**config.mk**
```make
export PLATFORM = sky130hd
export DESIGN_NAME = rle_decode_flat
export DESIGN_NICKNAME = d
export VERILOG_FILES = /design/src/rtl/rle_decode_if.sv /design/src/rtl/rle_decode.sv /design/src/flat_wrapper.sv
export SDC_FILE = /design/constraint.sdc
export NUM_CORES = 1
export LEC_CHECK = 0
export BUFFER_PORTS_ARGS = -buffer_cell sky130_fd_sc_hd__buf_4
export CELL_PAD_IN_SITES_DETAIL_PLACEMENT = 1
export CELL_PAD_IN_SITES_GLOBAL_PLACEMENT = 2
export CORE_MARGIN = 2
export CORE_UTILIZATION = 32
export CTS_BUF_LIST = sky130_fd_sc_hd__clkbuf_16
export DETAILED_ROUTE_END_ITERATION = 8
export PLACE_DENSITY_LB_ADDON = 0.3
export SLEW_MARGIN = 20
export SYNTH_ARGS = -nofsm -noshare
export SYNTH_HDL_FRONTEND = slang
export SYNTH_SLANG_ARGS = --single-unit
```
**constraint.sdc**
```tcl
create_clock -name clk -period 2.5 [get_ports clk]
set_input_delay 0.125 -clock clk [delete_from_list [all_inputs] [get_ports clk]]
set_output_delay 0.125 -clock clk [all_outputs]
set_load 0.03 [all_outputs]
```
**src/rtl/rle_decode_if.sv**
```systemverilog
// Single-port dpsram bus between the RLE decoder (master) and the memory (slave).
interface rle_decode_if #(
    parameter int ADDR_W = 16
);
    logic              port_A_clk;
    logic [ADDR_W-1:0] port_A_addr;
    logic [31:0]       port_A_data_in;
    logic [31:0]       port_A_data_out;
    logic              port_A_we;

    modport master (
        output port_A_clk,
        output port_A_addr,
        output port_A_data_in,
        output port_A_we,
        input  port_A_data_out
    );

    modport slave (
        input  port_A_clk,
        input  port_A_addr,
        input  port_A_data_in,
        input  port_A_we,
        output port_A_data_out
    );
endinterface

```
**src/rtl/rle_decode.sv**
```systemverilog
// Expands a packed {byte,count} RLE stream from the dpsram back into plaintext words.
module rle_decode #(
    parameter int ADDR_W = 16
) (
    input  logic         clk,
    input  logic         reset,
    input  logic         start,
    input  logic [31:0]  rle_addr,
    input  logic [31:0]  rle_size,
    input  logic [31:0]  message_addr,
    output logic [31:0]  message_size,
    output logic         done,
    rle_decode_if.master port_a
);

    typedef enum logic [2:0] {
        IDLE,
        READ,
        CAPT,
        EXPAND,
        WRITE,
        FLUSH
    } state_t;

    state_t            state;
    state_t            ret_state;
    logic [ADDR_W-1:0] read_addr;
    logic [ADDR_W-1:0] write_addr;
    logic [31:0]       words_left;
    logic [31:0]       entry;
    logic              half;
    logic [7:0]        run_cnt;
    logic [1:0]        byte_idx;
    logic [31:0]       pack_buf;
    logic [31:0]       data_in;
    logic              we;

    logic [7:0]        cur_byte;
    logic              run_zero;
    logic              entry_end;
    logic              buf_full;
    state_t            after_entry;
    logic              unused_addr_bits;

    assign unused_addr_bits = ^{rle_addr[31:ADDR_W], message_addr[31:ADDR_W]};

    assign port_a.port_A_clk     = clk;
    assign port_a.port_A_addr    = we ? write_addr : read_addr;
    assign port_a.port_A_data_in = data_in;
    assign port_a.port_A_we      = we;

    // A zero run count marks a padding entry: it ends immediately without emitting a byte.
    always_comb begin
        cur_byte    = half ? entry[31:24] : entry[15:8];
        run_zero    = (run_cnt == 8'd0);
        entry_end   = run_zero || (run_cnt == 8'd1);
        buf_full    = !run_zero && (byte_idx == 2'd3);
        after_entry = EXPAND;
        if (entry_end && half) begin
            after_entry = (words_left != 32'd0) ? READ : FLUSH;
        end
    end

    always_ff @(posedge clk) begin
        if (reset) begin
            state        <= IDLE;
            ret_state    <= IDLE;
            done         <= 1'b0;
            we           <= 1'b0;
            message_size <= 32'd0;
            data_in      <= 32'd0;
            read_addr    <= '0;
            write_addr   <= '0;
            words_left   <= 32'd0;
            entry        <= 32'd0;
            half         <= 1'b0;
            run_cnt      <= 8'd0;
            byte_idx     <= 2'd0;
            pack_buf     <= 32'd0;
        end else begin
            case (state)
                IDLE: begin
                    if (start) begin
                        read_addr    <= rle_addr[ADDR_W-1:0];
                        write_addr   <= message_addr[ADDR_W-1:0];
                        words_left   <= {2'b00, rle_size[31:2]} + {31'd0, |rle_size[1:0]};
                        message_size <= 32'd0;
                        byte_idx     <= 2'd0;
                        pack_buf     <= 32'd0;
                        half         <= 1'b0;
                        run_cnt      <= 8'd0;
                        if (rle_size == 32'd0) begin
                            done <= 1'b1;
                        end else begin
                            done  <= 1'b0;
                            state <= READ;
                        end
                    end
                end
                READ: begin
                    read_addr  <= read_addr + ADDR_W'(4);
                    words_left <= words_left - 32'd1;
                    state      <= CAPT;
                end
                CAPT: begin
                    entry   <= port_a.port_A_data_out;
                    run_cnt <= port_a.port_A_data_out[7:0];
                    half    <= 1'b0;
                    state   <= EXPAND;
                end
                EXPAND: begin
                    if (!run_zero) begin
                        run_cnt      <= run_cnt - 8'd1;
                        message_size <= message_size + 32'd1;
                        byte_idx     <= byte_idx + 2'd1;
                        if (byte_idx == 2'd3) begin
                            data_in  <= {cur_byte, pack_buf[23:0]};
                            pack_buf <= 32'd0;
                            we       <= 1'b1;
                        end else begin
                            pack_buf[{byte_idx, 3'b000} +: 8] <= cur_byte;
                        end
                    end
                    if (entry_end && !half) begin
                        half    <= 1'b1;
                        run_cnt <= entry[23:16];
                    end
                    if (buf_full) begin
                        state     <= WRITE;
                        ret_state <= after_entry;
                    end else begin
                        state <= after_entry;
                    end
                end
                WRITE: begin
                    we         <= 1'b0;
                    write_addr <= write_addr + ADDR_W'(4);
                    state      <= ret_state;
                end
                // A partial word goes out through WRITE and comes back here with byte_idx cleared.
                FLUSH: begin
                    if (byte_idx != 2'd0) begin
                        data_in   <= pack_buf;
                        pack_buf  <= 32'd0;
                        byte_idx  <= 2'd0;
                        we        <= 1'b1;
                        state     <= WRITE;
                        ret_state <= FLUSH;
                    end else begin
                        done  <= 1'b1;
                        state <= IDLE;
                    end
                end
                default: state <= IDLE;
            endcase
        end
    end

endmodule

```
**src/flat_wrapper.sv**
```systemverilog
// flat-port wrapper written by rule: the top's interface ports become plain ports
module rle_decode_flat 
#(
    parameter int ADDR_W = 16
)
  (clk, reset, start, rle_addr, rle_size, message_addr, message_size, done, port_a_port_A_clk, port_a_port_A_addr, port_a_port_A_data_in, port_a_port_A_we, port_a_port_A_data_out);
  rle_decode_if #(.ADDR_W(ADDR_W)) port_a_i ();
  input  logic clk;
  input  logic reset;
  input  logic start;
  input  logic [31:0] rle_addr;
  input  logic [31:0] rle_size;
  input  logic [31:0] message_addr;
  output logic [31:0] message_size;
  output logic done;
  output wire logic [$bits(port_a_i.port_A_clk)-1:0] port_a_port_A_clk;
  output wire logic [$bits(port_a_i.port_A_addr)-1:0] port_a_port_A_addr;
  output wire logic [$bits(port_a_i.port_A_data_in)-1:0] port_a_port_A_data_in;
  output wire logic [$bits(port_a_i.port_A_we)-1:0] port_a_port_A_we;
  input wire logic [$bits(port_a_i.port_A_data_out)-1:0] port_a_port_A_data_out;
  assign port_a_port_A_clk = port_a_i.port_A_clk;
  assign port_a_port_A_addr = port_a_i.port_A_addr;
  assign port_a_port_A_data_in = port_a_i.port_A_data_in;
  assign port_a_port_A_we = port_a_i.port_A_we;
  assign port_a_i.port_A_data_out = port_a_port_A_data_out;
  rle_decode #(.ADDR_W(ADDR_W)) u_core (.clk(clk), .reset(reset), .start(start), .rle_addr(rle_addr), .rle_size(rle_size), .message_addr(message_addr), .message_size(message_size), .done(done), .port_a(port_a_i));
endmodule
```
Word level (Yosys, flattened, before mapping)
Index checks and enable logic that the tools add are counted.
Cells by class
  $add $sub $neg: 8
  equality and inequality tests: 16
  shifts and indexed selects: 2
  multiplexer cells: 49
  reduce and logical (&&, ||, !) cells: 31
Operator list (count)
  $mux 32: 9
  $pmux 32 s2: 3
  $pmux 32 s3: 1
  $pmux 16 s2: 2
  $mux 16: 3
  $add 16x3->16 const B: 2
  $add 32x1->32 const B: 1
  $bwmux 32: 1
  $logic_not 32->1: 1
  $mux 8: 4
  $reduce_bool 32->1: 1
  $shift 8x7->32 const A: 1
  $shiftx 8x7->32: 1
  $sub 32x1->32 const B: 1
  $add 30x1->31: 1
  $mux 3: 8
  $pmux 8 s3: 1
  $pmux 3 s6: 1
  $reduce_and 3->1: 5
  $reduce_and 4->1: 3
  $reduce_bool 2->1: 6
  $reduce_bool 3->1: 3
  $eq 8x1->1 const B: 1
  $logic_not 8->1: 1
  22 further kinds: 45
Word-level totals
  flip-flop bits (word level): 211
  input bits: 131
  output and inout port bits: 83
  logic and storage cells: 120

Longest topological paths before layout
Gate-level depths: netlist of the first run.
  depth after elaboration: 6
  mapped depth: 9
  mapped depth without buffers: 8

==> results of run 1 <==
## final cells by class
type | instances | area, µm² | share of cell area, %
tap | 442 | 553 | 3.87
sequential | 203 | 4070 | 28.4
multi-input combinational | 993 | 5970 | 41.7
timing repair buffer | 335 | 2830 | 19.8
clock inverter | 21 | 115 | 0.805
inverter | 18 | 67.6 | 0.472
clock buffer | 29 | 708 | 4.95
## critical path: cells and delay by family (launching register included)
family	cells	cell delay, ns
flops	1	0.41
simple gates	1	0.81
compound gates	2	0.23
buf+inv	2	0.82
## layer usage
metal / vias to the layer above / routed length [µm] / global-route usage [%] / part of all wire [%]
li1: 5292 / - / - / -
met1: 5231 / 17500 / 27.5 / 48
met4: 0 / 757 / 5.79 / 2.1
met5: - / 0 / 0 / 0
met2: 190 / 16900 / 35.0 / 46
met3: 47 / 1200 / 2.65 / 3.3
## flip-flops by register name (all words and copies together), names as in the netlist, 8 cells and up
name,cells
u_core.run_cnt,8
u_core.entry,24
u_core.pack_buf,32
u_core.message_size,32
u_core.words_left,32
u_core.port_a.port_A_data_in,32
u_core.write_addr,16
u_core.read_addr,16
## logic make-up (layout without fill, tap and decap cells)
logic type | count (synthesis) | after routing | share of synthesized area [%]
adder cells (fa/ha/maj) | 12 | 12 | 1.44
AND/OR/NAND/NOR | 590 | 590 | 28.6
XOR/XNOR | 42 | 42 | 3.53
buffers and inverters | 105 | 403 | 4.17
flip-flops | 203 | 203 | 39.0
AO/OA/AOI/OAI | 306 | 306 | 19.0
multiplexers | 43 | 43 | 4.35
## timing repair
| item | 4_1_cts | 5_1_grt |
|---|---|---|
| gates resized for setup | 0 | 7 |
| endpoints found under the hold margin | 98 | 0 |
| hold buffers | 100 | 0 |
| setup endpoints to repair | 0 | 57 |
| buffers inserted | 0 | 2 |
## report_power, final
group | switching (W) | leakage (nW) | total [W] | internal [W]
combinational | 0.000934 | 3.19 | 0.00167 | 0.000739
clock | 0.00151 | 0.434 | 0.00364 | 0.00213
sequential | 0.000173 | 1.65 | 0.00356 | 0.00338
## cells in the final DEF (no fill, tap or decap), drive strengths merged, types with 19 or more instances in the layout
| cell | Yosys | final |
|---|---|---|
| nor3 | 50 | 50 |
| mux2 | 19 | 19 |
| dfxtp | 203 | 203 |
| inv | 18 | 26 |
| or4 | 19 | 19 |
| nor2 | 120 | 120 |
| o211ai | 27 | 27 |
| mux2i | 24 | 24 |
| buf | 25 | 235 |
| nor4 | 36 | 36 |
| a21oi | 130 | 130 |
| nand3 | 41 | 41 |
| dlygate4sd3 | 0 | 100 |
| or3 | 19 | 19 |
| nand2 | 195 | 195 |
| clkbuf | 62 | 29 |
| nand4 | 20 | 20 |
| a31oi | 21 | 21 |
| o21ai | 37 | 37 |
| xnor2 | 31 | 31 |
## per-stage QoR
step / std cells / total power, W / area [µm²] / TNS (ns)
4_1_cts: 2036 / 0.00894 / 14200 / 0
3_5_place_dp: 1887 / 0.00518 / 12400 / 0
2_1_floorplan: 1301 / 0.00459 / 10400 / 0
5_1_grt: 2041 / 0.00929 / 14300 / -0.00170
3_3_place_gp: 1887 / 0.00515 / 12400 / 0
6_report: 2041 / 0.00887 / 14300 / 0
## path summary, 6_finish.rpt
check                                   from                         endpoint  slack, ns  depth (start not counted)
max                          u_core.state[1]              u_core.read_addr[9]       0.07                          5
min reg2reg  u_core.port_a.port_A_data_in[4]  u_core.port_a.port_A_data_in[4]       0.45                          2
max reg2reg                  u_core.state[1]              u_core.read_addr[9]       0.07                          5
min                             rle_size[16]            u_core.words_left[14]       0.02                          4
==> run metrics, run 1 <==
status complete, no violations; grt ovf 0; top-area cell type share of the netlist area 39.0%; worst hold slack 0.0216 ns; DRT iter0 DRCs 462; Syn Area/Cell 8.02 µm²; worst min path class input port to flip-flop; ys async rst share 0%; DP HPWL 24.0 mm; Die H 185 µm; Worst path slowest cell or4b_2; Syn Nets 1444; number of fill cells in the layout 3849; CP endpoint kind flip-flop; routed vias 10760; Initial Util 32.3%; worst setup margin 0.0702 ns; Remaining DRCs 0; Final Skew 0.0140 ns; CTS tree done; # IOs 214; worst-path cell chain or4b_2 > buf_12 > o211ai_1 > a21oi_1 > dlygate4sd3_1; first-pass GRT wire length 56.9 mm; Peak Freq 0.412 GHz; leading cell types by count after synthesis dfxtp_1, nand2_1, a21oi_1, nor2_1, clkbuf_1; Req. time, crit path 3.03 ns; largest net degree at the start of global routing 56; Yosys top cell by area dfxtp_1; fin util 44.3%; die footprint 34100 µm²; CP Launch Type flip-flop; initial antenna violation count 0; Worst slew margin 50.9%; P per Cell Area 620 nW/µm²; Max Fanout on Critical Path 50; Final Max Slew Viols 0; fin crit period 2.43 ns; WL per Instance 17.8 µm; worst-margin pin slew 0.716 ns; Mapped Cells 1301; number of flops mapped to enable cells by yosys 0; WS Path Type flip-flop to flip-flop; Routed WL 36.3 mm; Final #Nets 1723; biggest cell delay along the critical path 0.81 ns; CTS clk-pin slew, worst paths 0.06 ns; width of the die 185 µm; Yosys reg bits 203; First-pass DRT Iterations 5; share of post-route cells with drive strength above 1 20.2%; ys flop type dfxtp_1; Clock Latency Late Sink 0.64 ns; DR vias/cell 5.27; crit path DAT 2.96 ns; Leakage 5.28 nW; ant diodes 0; Yosys cell types 76; YS warnings 0; number of global-route vias before repair 10886; Core Box Area 32300 µm²; DRT antenna net count 0; gpl congestion 0.772; register area share after synthesis 39.0%; row cnt 66; Final Hold Viols 0; period utilization 97.2%; port bufs 181; P&R area growth vs syn 37.1%; Post-Syn Area 10400 µm²; maximum vdd ir drop 456 µV; GRT Util Overall 20.7%; Post-Place Setup Slack 0.0690 ns; top post-synthesis cells by area dfxtp_1, nand2_1, a21oi_1, nor2_1, xnor2_1; # setup viols final 0; count leader, synth dfxtp_1; max_cap viols 0
Note: power is estimated with default switching activity, not from simulation.
==> run 2, diff against run 1 <==
--- a/config.mk
+++ b/config.mk
@@ -10,7 +10,6 @@
 export CELL_PAD_IN_SITES_GLOBAL_PLACEMENT = 2
 export CORE_MARGIN = 2
 export CORE_UTILIZATION = 32
-export CTS_BUF_LIST = sky130_fd_sc_hd__clkbuf_16
 export DETAILED_ROUTE_END_ITERATION = 8
 export PLACE_DENSITY_LB_ADDON = 0.3
 export SLEW_MARGIN = 20
==> run metrics, run 2 (synthesis results as in run 1) <==
status complete, no violations; total power 0.00914 W; DP HPWL 24.0 mm; DRT antenna net count 0; Clock Latency Late Sink 0.64 ns; Worst slew margin 50.3%; Die H 185 µm; ant diodes 0; row cnt 66; P per Cell Area 635 nW/µm²; FF-to-FF Start u_core.state[1]; Leakage 5.29 nW; # setup viols final 0; part of the power in registers 38.9%; share of post-route cells with drive strength above 1 20.7%; fin util 44.6%; max_cap viols 0; DRT iter0 DRCs 498; worst-path cell chain or4b_2 > buf_12 > o211ai_1 > a21oi_1 > dlygate4sd3_1; FF-to-FF setup slack 0.07 ns; Initial Util 32.3%; Sw Ratio 28.6%; Final Skew 0.0135 ns; die footprint 34100 µm²; Max Fanout on Critical Path 50; final std cells w/o fill 2041; maximum vdd ir drop 453 µV; Remaining DRCs 0; CP startpoint u_core.state[1]; dpl cell area 12400 µm²; Reg2Reg Depth 5; highest-count cells in the layout ignoring fill and taps buf_4, dfxtp_1, nand2_1; First-pass DRT Iterations 4; Placed Cells 1887; CTS tree done; fin crit period 2.43 ns; Final Hold Viols 0; Switch Pwr 0.00261 W; Core Box Area 32300 µm²; biggest cell delay along the critical path 0.81 ns; crit path DAT 2.95 ns; multi-input logic area 5970 µm²; reg2reg end u_core.read_addr[9]; P&R area growth vs syn 37.9%; gpl congestion 0.772; initial antenna violation count 0; # IOs 214; register area 4070 µm²; Clk network pwr share 42.8%; CP Launch Type flip-flop; CP endpoint kind flip-flop; number of global-route vias before repair 10881; first-pass GRT wire length 56.8 mm; worst-margin pin slew 0.725 ns; commonest non-fill, non-tap cell in the layout buf_4; Worst path slowest cell or4b_2; routed vias 10739; min-delay src rle_size[9]; grt ovf 0; Final #Nets 1723; WS Path Type flip-flop to flip-flop; WL per Instance 17.7 µm; number of fill cells in the layout 3838; period utilization 97.1%; P_int 0.00653 W; Req. time, crit path 3.02 ns; DR vias/cell 5.26; post-route cell area 14400 µm²; combinational share of power 18.3%; Peak Freq 0.412 GHz; largest net degree at the start of global routing 56; Final Max Slew Viols 0; width of the die 185 µm; port bufs 181; GRT Util Overall 20.6%; CTS clk-pin slew, worst paths 0.06 ns; worst min path class input port to flip-flop; Routed WL 36.2 mm; Critical Path End u_core.read_addr[9]
## run 2: cell count changes in the layout (fill, tap and decap cells not counted), sizes merged
cell / delta
clkbuf: +15
clkinv: -8
inv: -7
## run 2: repair_timing
action,CTS,global route
gates resized for setup,0,7
setup buffers,0,2
hold buffers,100,0
setup endpoints to repair,0,57
hold endpoints to repair,98,0
## run 2: worst min path at each step
stage | end | slack, ns | cells past startpoint
finish | u_core.words_left[7] | 0.02 | 4
global route | u_core.words_left[18] | 0.03 | 4
CTS | u_core.words_left[15] | 0.0006 | 5
detailed placement | port_a_port_A_clk | 0.26 | 1
global placement | port_a_port_A_clk | 0.26 | 1
floorplan | port_a_port_A_clk | 0.26 | 1
## run 2: metrics by stage
step | hold slack, ns | setup slack, ns | setup TNS [ns]
3_3_place_gp | 0.257 | 0.133 | 0
5_1_grt | 0.0327 | -0.00200 | -0.00200
2_1_floorplan | 0.257 | 0.329 | 0
6_report | 0.0200 | 0.0714 | 0
3_5_place_dp | 0.257 | 0.0690 | 0
4_1_cts | 0.000600 | 0.0139 | 0
## run 2: metal layers
metal,part of all wire (%),GRT usage (%),vias to the layer above,wire length [µm]
li1,-,-,5284,-
met1,48,27.5,5210,17300
met2,46,34.9,195,16700
met3,3.7,2.63,50,1350
met4,2.3,5.79,0,818
met5,0,0,-,0
## run 2: layout make-up
type	instances	share of cell area [%]
clock inverters	6	0.409
multi-input cells	993	41.5
inverters	18	0.470
clock buffers	44	5.87
well taps	442	3.84
flip-flops and latches	203	28.3
repair buffers	335	19.7
## run 2: worst max-delay path: cells and delay by family, from the launching register on
| kind | cells | cell delay [ns] |
|---|---|---|
| buffers and inverters | 2 | 0.82 |
| AOI/OAI and AO/OA | 2 | 0.23 |
| and+or+nand+nor | 1 | 0.81 |
| DFF | 1 | 0.41 |
## run 2: power by group through the flow
| stage | registers [W] | logic (W) | clock network (W) |
|---|---|---|---|
| 2_1_floorplan | 0.00356 | 0.000964 | 0.0000599 |
| 3_3_place_gp | 0.00361 | 0.00148 | 0.0000599 |
| 3_5_place_dp | 0.00362 | 0.00150 | 0.0000599 |
| 4_1_cts | 0.00355 | 0.00164 | 0.00403 |
| 5_1_grt | 0.00358 | 0.00183 | 0.00416 |
| 6_report | 0.00356 | 0.00167 | 0.00391 |
==> run 3, diff against run 2 <==
--- a/config.mk
+++ b/config.mk
@@ -8,6 +8,7 @@
 export BUFFER_PORTS_ARGS = -buffer_cell sky130_fd_sc_hd__buf_4
 export CELL_PAD_IN_SITES_DETAIL_PLACEMENT = 1
 export CELL_PAD_IN_SITES_GLOBAL_PLACEMENT = 2
+export CORE_ASPECT_RATIO = 1.75
 export CORE_MARGIN = 2
 export CORE_UTILIZATION = 32
 export DETAILED_ROUTE_END_ITERATION = 8
==> run metrics, run 3 (synthesis results as in run 1) <==
status complete, no violations; CP Launch Type input port; width of the die 140 µm; gpl congestion 0.800; DRT antenna net count 0; number of global-route vias before repair 11000; Setup Total Neg Slack 0 ns; biggest cell delay along the critical path 0.55 ns; DP HPWL 26.0 mm; port bufs 181; CP top delay family buffers and inverters; Worst slew margin 51.1%; Clk network pwr share 42.6%; Core Box Area 32200 µm²; Sw Ratio 28.1%; grt ovf 0; Max Fanout on Critical Path 13; CP endpoint kind flip-flop; P&R area growth vs syn 36.6%; Remaining DRCs 0; share of post-route cells with drive strength above 1 20.8%; first-pass GRT wire length 57.9 mm; die footprint 34100 µm²; WS Path Type input port to flip-flop; initial antenna violation count 0; critical path buffer and inverter count 4; Final #Nets 1719; Req. time, crit path 3.04 ns; Hold Crit Depth 5; row cnt 87; Leakage 5.24 nW; crit path DAT 2.93 ns; DR vias/cell 5.32; Switch Pwr 0.00255 W; Reg2Reg Depth 7; First-pass DRT Iterations 4; maximum vdd ir drop 445 µV; Routed WL 36.4 mm; commonest non-fill, non-tap cell in the layout buf_4; Peak Freq 0.420 GHz; Clock Latency Late Sink 0.64 ns; ant diodes 0; worst-margin pin slew 0.713 ns; # IOs 214; FF-to-FF Start u_core.state[2]; Die H 243 µm; worst-path cell chain dlygate4sd3_1 > buf_4 > or2_2 > ha_2 > nand4_1 > or4_1 > buf_4 > nor3_2 > xnor2_1 > dlygate4sd3_1 > a211oi_1; period utilization 95.3%; routed vias 10590; unrepaired setup endpoints after global routing true; Final Max Slew Viols 0; fin crit period 2.38 ns; combinational share of power 18.2%; min-delay src rle_size[30]; worst hold slack 0.0345 ns; max_cap viols 0; P per Cell Area 636 nW/µm²; P_int 0.00652 W; number of fill cells in the layout 3854; WL per Instance 18.3 µm; Worst path slowest cell dlygate4sd3_1; part of the power in registers 39.2%; reg2reg end u_core.words_left[0]; dpl cell area 12400 µm²; hold path endpoint u_core.words_left[30]; worst min path class input port to flip-flop; Initial Util 32.4%; largest net degree at the start of global routing 54; CTS tree done; Final Hold Viols 0; highest-count cells in the layout ignoring fill and taps buf_4, dfxtp_1, nand2_1; CTS clk-pin slew, worst paths 0.06 ns; DRT iter0 DRCs 420; # setup viols final 0; Final Skew 0.0114 ns; post-route cell area 14200 µm²; FF-to-FF setup slack 0.12 ns; GRT Util Overall 20.9%
-- run 3: stage by stage --
| step | cells | util (%) | total power, W | setup WS, ns |
|---|---|---|---|---|
| floorplan | 1301 | - | 0.00459 | 0.329 |
| global placement | 1852 | 38.5 | 0.00518 | 0.151 |
| detailed placement | 1852 | 38.5 | 0.00521 | 0.132 |
| CTS | 1989 | 44.1 | 0.00920 | 0.0165 |
| global route | 1990 | 44.2 | 0.00948 | -0.0180 |
| finish | 1990 | 44.2 | 0.00907 | 0.116 |
-- run 3: routing by layer --
metal  track usage, %  vias up  wire, µm
met4             7.21        0       913
li1                 -     5270         -
met1             22.2     5103     14100
met3             1.89       49       949
met2             42.1      168     20400
met5                0        -         0
-- run 3: area by class of cell --
| class | instances | area (µm²) | area share, % |
|---|---|---|---|
| clock buffers | 33 | 711 | 4.99 |
| clock inverters | 9 | 150 | 1.05 |
| inverters | 18 | 67.6 | 0.474 |
| multi-input cells | 993 | 5970 | 41.9 |
| flip-flops and latches | 203 | 4070 | 28.5 |
| well taps | 400 | 500 | 3.51 |
| repair buffers | 334 | 2790 | 19.6 |
-- run 3: worst max path at each step --
stage | startpoint | endpoint | cells after the start
after floorplan | rle_size[1] | u_core.words_left[26] | 9
after detailed placement | u_core.run_cnt[4] | u_core.run_cnt[6] | 4
final | rle_size[0] | u_core.words_left[23] | 11
after global routing | u_core.state[2] | u_core.words_left[0] | 7
after global placement | u_core.run_cnt[4] | u_core.run_cnt[5] | 4
after CTS | u_core.state[0] | u_core.words_left[0] | 7
-- run 3: power by group through the flow --
stage | clock (W) | sequential, W | combinational (W)
after floorplan | 0.0000599 | 0.00356 | 0.000964
after global placement | 0.0000599 | 0.00361 | 0.00151
after detailed placement | 0.0000599 | 0.00362 | 0.00153
after CTS | 0.00399 | 0.00355 | 0.00166
after global routing | 0.00410 | 0.00358 | 0.00181
final | 0.00387 | 0.00355 | 0.00165
-- run 3: worst min-delay path: cells and delay by family --
family	cells	cell delay (ns)
AO/OA/AOI/OAI	2	0.19
buffers and inverters	1	0.14
AND/OR/NAND/NOR	2	0.16
-- run 3: what timing repair did --
item	CTS	global route
setup buffers	0	1
endpoints found under the hold margin	94	0
endpoints found under the setup margin	0	7
gates resized for setup	0	6
hold buffers	96	0
